**src/rtl/nibble_serial_add_ctrl_pkg.sv**
```systemverilog
// Shared types and constants for the nibble-serial add/subtract sequencer.
package nsa_pkg;

  localparam int NIBBLE_W = 4;

  // Controller states; the encoding is fixed so it reads the same in waveforms.
  typedef enum logic [1:0] {
    S_IDLE = 2'd0,
    S_RUN  = 2'd1,
    S_DONE = 2'd2
  } state_e;

  // Width of the nibble index counter, kept at least one bit wide.
  function automatic int idx_w(input int nib);
    return (nib > 1) ? $clog2(nib) : 1;
  endfunction

endpackage

```
**src/rtl/nibble_serial_add_ctrl_add4.sv**
```systemverilog
// One 4-bit ripple adder slice, reused by the sequencer for every nibble.
module nibble_add4
  import nsa_pkg::*;
(
  input  logic [NIBBLE_W-1:0] a,
  input  logic [NIBBLE_W-1:0] b,
  input  logic                cin,
  output logic [NIBBLE_W-1:0] s,
  output logic                cout
);

  assign {cout, s} = {1'b0, a} + {1'b0, b} + {{NIBBLE_W{1'b0}}, cin};

endmodule

```
**src/rtl/nibble_serial_add_ctrl.sv**
```systemverilog
// WIDTH-bit add/subtract computed one nibble per cycle, LSB nibble first,
// over a single shared 4-bit adder slice with a registered carry.
module nibble_serial_add_ctrl
  import nsa_pkg::*;
#(
  parameter int WIDTH = 16
) (
  input  logic             clk,
  input  logic             rst_n,
  input  logic             in_valid,
  output logic             in_ready,
  input  logic [WIDTH-1:0] a,
  input  logic [WIDTH-1:0] b,
  input  logic             sub,
  output logic             out_valid,
  input  logic             out_ready,
  output logic [WIDTH-1:0] sum,
  output logic             cout,
  output logic             ovf,
  output logic             busy
);

  localparam int NIB = WIDTH / NIBBLE_W;
  localparam int IW  = idx_w(NIB);

  generate
    if ((WIDTH % NIBBLE_W) != 0 || WIDTH < 8) begin : g_bad_width
      $error("nibble_serial_add_ctrl: WIDTH must be a multiple of 4 and >= 8");
    end
  endgenerate

  state_e                           state;
  logic [NIB-1:0][NIBBLE_W-1:0]     a_r;
  logic [NIB-1:0][NIBBLE_W-1:0]     b_r;     // already inverted for subtract
  logic [NIB-1:0][NIBBLE_W-1:0]     sum_r;
  logic                             carry;
  logic [IW-1:0]                    idx;
  logic                             cout_r;
  logic                             ovf_r;
  logic                             ov_r;

  logic [NIBBLE_W-1:0]              nib_s;
  logic                             nib_c;
  logic                             last;
  logic                             ovf_nxt;

  // The single adder slice sees whichever nibble idx currently selects.
  nibble_add4 u_add (
    .a    (a_r[idx]),
    .b    (b_r[idx]),
    .cin  (carry),
    .s    (nib_s),
    .cout (nib_c)
  );

  assign last = (idx == IW'(NIB - 1));

  // Overflow uses the MSB being written this cycle, not the stale sum register.
  assign ovf_nxt = (a_r[NIB-1][NIBBLE_W-1] == b_r[NIB-1][NIBBLE_W-1]) &&
                   (nib_s[NIBBLE_W-1] != a_r[NIB-1][NIBBLE_W-1]);

  // Sequencer: accept in IDLE, one nibble per cycle in RUN, hold result in DONE.
  always_ff @(posedge clk or negedge rst_n) begin
    if (!rst_n) begin
      state  <= S_IDLE;
      a_r    <= '0;
      b_r    <= '0;
      sum_r  <= '0;
      carry  <= 1'b0;
      idx    <= '0;
      cout_r <= 1'b0;
      ovf_r  <= 1'b0;
      ov_r   <= 1'b0;
    end else begin
      case (state)
        S_IDLE: begin
          ov_r <= 1'b0;
          if (in_valid) begin
            a_r   <= a;
            b_r   <= sub ? ~b : b;
            carry <= sub;            // +1 of the two's complement negate
            idx   <= '0;
            state <= S_RUN;
          end
        end
        S_RUN: begin
          sum_r[idx] <= nib_s;
          carry      <= nib_c;
          idx        <= idx + IW'(1);
          if (last) begin
            cout_r <= nib_c;
            ovf_r  <= ovf_nxt;
            ov_r   <= 1'b1;
            state  <= S_DONE;
          end
        end
        S_DONE: begin
          if (out_ready) begin
            ov_r  <= 1'b0;
            state <= S_IDLE;
          end
        end
        default: state <= S_IDLE;
      endcase
    end
  end

  assign in_ready  = (state == S_IDLE);
  assign busy      = (state != S_IDLE);
  assign out_valid = ov_r;
  assign sum       = sum_r;
  assign cout      = cout_r;
  assign ovf       = ovf_r;

endmodule
```
**config.mk**
```make
export PLATFORM = sky130hd
export DESIGN_NAME = nibble_serial_add_ctrl
export DESIGN_NICKNAME = d
export VERILOG_FILES = /design/src/rtl/nibble_serial_add_ctrl_pkg.sv /design/src/rtl/nibble_serial_add_ctrl_add4.sv /design/src/rtl/nibble_serial_add_ctrl.sv
export SDC_FILE = /design/constraint.sdc
export NUM_CORES = 1
export LEC_CHECK = 0
export ABC_AREA = 1
export CAP_MARGIN = 20
export CORE_MARGIN = 2
export CORE_UTILIZATION = 46
export CTS_CLUSTER_DIAMETER = 30
export DETAILED_ROUTE_END_ITERATION = 8
export HOLD_SLACK_MARGIN = 0.06
export PLACE_DENSITY_LB_ADDON = 0.2
export SKIP_LAST_GASP = 1
export SLEW_MARGIN = 20
export SYNTH_ARGS = -nofsm -noshare
export SYNTH_HDL_FRONTEND = slang
export SYNTH_SLANG_ARGS = --single-unit
```
**constraint.sdc**
```tcl
create_clock -name clk -period 2.35 [get_ports clk]
set_input_delay 0.47 -clock clk [delete_from_list [all_inputs] [get_ports clk]]
set_output_delay 0.47 -clock clk [all_outputs]
set_load 0.1 [all_outputs]
```
==> run summary <==
Num CTS Buffers = 5
Post-DP Area = 3339 um^2
period utilisation layout = 93.18%
I/O pins = 58
final setup fails = 0
path type of the worst min-delay path = in2async
slew margin rel. = 56.02%
area delta synth->final = 28.00%
grt ovf = 0
ys async rst share = 100.0%
Synth top area share = 51.24%
Fmax = 456.7 MHz
Syn Inst Count = 318
Starting Density = 47.03%
Avg Inst Size Synth = 8.601 um^2
Final Hold Fails = 0
Max Buffers Root-to-Sink = 2
first-pass GRT wire length = 9.570 mm
register area share after synthesis = 51.24%
CTS Hold Buffers Added = 0
Most used DFF post-synth = dfrtp_1
Port Buffers = 57
Die Area = 6579 um^2
Syn Nets = 364
critical path required time = 2580 ps
total of max-cap violations = 0
post-synth top area cell = dfrtp_1
Final Instance Area = 3501 um^2
largest net degree at the start of global routing = 50
worst reg2reg path endpoint = sum[13]$_DFFE_PN0P_
Synth area leaders = dfrtp_1 51%, nand2_1 15%, o21ai_0 7.5%, xnor2_1 5.1%, ha_1 3.2%
initial drt markers = 183
# diodes = 0
layout cells sized above 1 = 15.63%
Reg2Reg Depth = 7
Slew Limit Fails = 0
FF+latch count, synth = 56
CTS tree = built
Die Y = 81.11 um
worst slew pin tran = 658.7 ps
vias in the first global route = 2143
Placer Congestion = 0.9179
crit path kind = reg2reg
synthesized cell area = 2735 um^2
Startpoint Class = flop
Total Routed Length = 5.487 mm
# nets final = 429
Core Area = 5816 um^2
vias per inst = 4.817
WP data arrival = 2420 ps
DRC violations left = 0
via count = 2211
CTS root buf = clkbuf_8
chip width = 81.11 um
Routed Antenna Nets = 0
Total GRT Usage = 18.74%
endpoint type of the worst setup path = flop
worst skew pair latency = 300 ps
WL/cell = 11.95 um
reg2reg start = idx[0]$_DFFE_PN0P_
Worst Path Max Fanout = 8
row cnt = 28
Clock Sinks = 56
Reg clk slew, reported paths = 90 ps
DRT Pass-1 Iters = 4
# H-tree levels = 2
Yosys warning total = 0
initial antenna violation count = 0
synth unique cells = 26
estimated wirelength of the detail-placed design = 4.105 mm
status = finished, final reports clean
flop2flop setup slack = 160 ps
Post-synth EDFFs = 0
Final Critical Period = 2190 ps
Final Skew = 2.652 ps
RSZ-0062 raised after global routing = false
-- critical path, cell delays in order, from the launching register on --
cell	delay, ps
dfrtp_2	460
clkinvlp_4	170
o21ai_0	180
o22ai_1	120
fa_2	400
fa_2	520
inv_1	90
o21ai_0	170
-- routing by layer --
layer	GRT usage, %	vias up	share of wire [%]
met1	25.07	1001	47
met2	30.74	57	47
met5	0	-	0
met4	5.932	0	2.0
li1	-	1144	-
met3	3.778	9	4.4
-- synth_stat cells, types with 3 or more instances --
library cell	count
a21oi_1	3
buf_2	5
dfrtp_1	56
ha_1	7
inv_1	14
inv_2	5
nand2_1	112
nand3_1	12
nor2_1	21
o21ai_0	41
o22ai_1	8
xnor2_1	16
-- timing repair --
action,4_1_cts,5_1_grt
buffers inserted,0,5
resized for setup,1,8
setup endpoints to repair,4,15
-- kinds of logic after synthesis --
logic type                 share of synthesized area (%)
and+or+nand+nor                                    22.83
DFF                                                51.23
AOI/OAI and AO/OA                                  10.48
buffers and inverters                              5.352
xor gates and xnor gates                           5.444
adders and majority gates                          4.666
-- cells in the final DEF (no fill, tap or decap), drive strengths merged --
cell type	Yosys	routed
o21ai	41	41
buf	8	35
a21oi	3	3
nand3	12	12
nor2	24	24
or2	1	1
nor3	1	1
clkbuf	4	8
o22ai	8	8
nand2	113	113
clkinvlp	0	1
a22o	1	1
clkdlybuf4s50	0	35
xor2	1	1
xnor2	16	16
o21bai	1	1
fa	2	2
ha	7	7
dfrtp	56	56
inv	19	18
-- sequential cells by signal, summed over array words and instances (netlist names) --
name,flops
a_r,16
b_r,16
carry,1
cout,1
idx,2
out_valid,1
ovf,1
state,2
sum,16
-- metrics by stage --
stage | setup WS (ps) | setup TNS (ps) | cells | utilization [%] | hold WS [ps]
5_1_grt | 17.21 | 0 | 459 | 60.20 | 180.8
3_3_place_gp | 87.86 | 0 | 446 | 57.42 | 456.7
3_5_place_dp | -11.93 | -11.93 | 446 | 57.42 | 458.7
2_1_floorplan | 91.88 | 0 | 318 | - | 174.4
6_report | 160.2 | 0 | 459 | 60.20 | 152.7
4_1_cts | 24.71 | 0 | 454 | 59.10 | 169.3
-- final cells by class --
cell class,instances,area (um^2)
Fill cell,540,2315
Sequential cell,56,1403
Multi-Input combinational cell,231,1216
Timing Repair Buffer,70,623.1
Tap cell,75,93.84
Clock buffer,8,90.09
Inverter,19,75.07
-- how the worst max path moves through the flow --
stage | from | slack [ps] | endpoint | depth (start not counted)
2_1_floorplan | idx[0]$_DFFE_PN0P_ | 90 | sum[14]$_DFFE_PN0P_ | 10
3_3_place_gp | idx[0]$_DFFE_PN0P_ | 90 | sum[14]$_DFFE_PN0P_ | 8
3_5_place_dp | idx[0]$_DFFE_PN0P_ | -10 | sum[14]$_DFFE_PN0P_ | 8
4_1_cts | idx[0]$_DFFE_PN0P_ | 20 | carry$_DFFE_PN0P_ | 9
5_1_grt | idx[0]$_DFFE_PN0P_ | 20 | ovf$_DFFE_PN0P_ | 13
6_report | idx[0]$_DFFE_PN0P_ | 160 | sum[13]$_DFFE_PN0P_ | 7
Power is left out: the tool's default activity adds up to more than one toggle a clock period on the data nets, which glitch-free logic cannot reach.
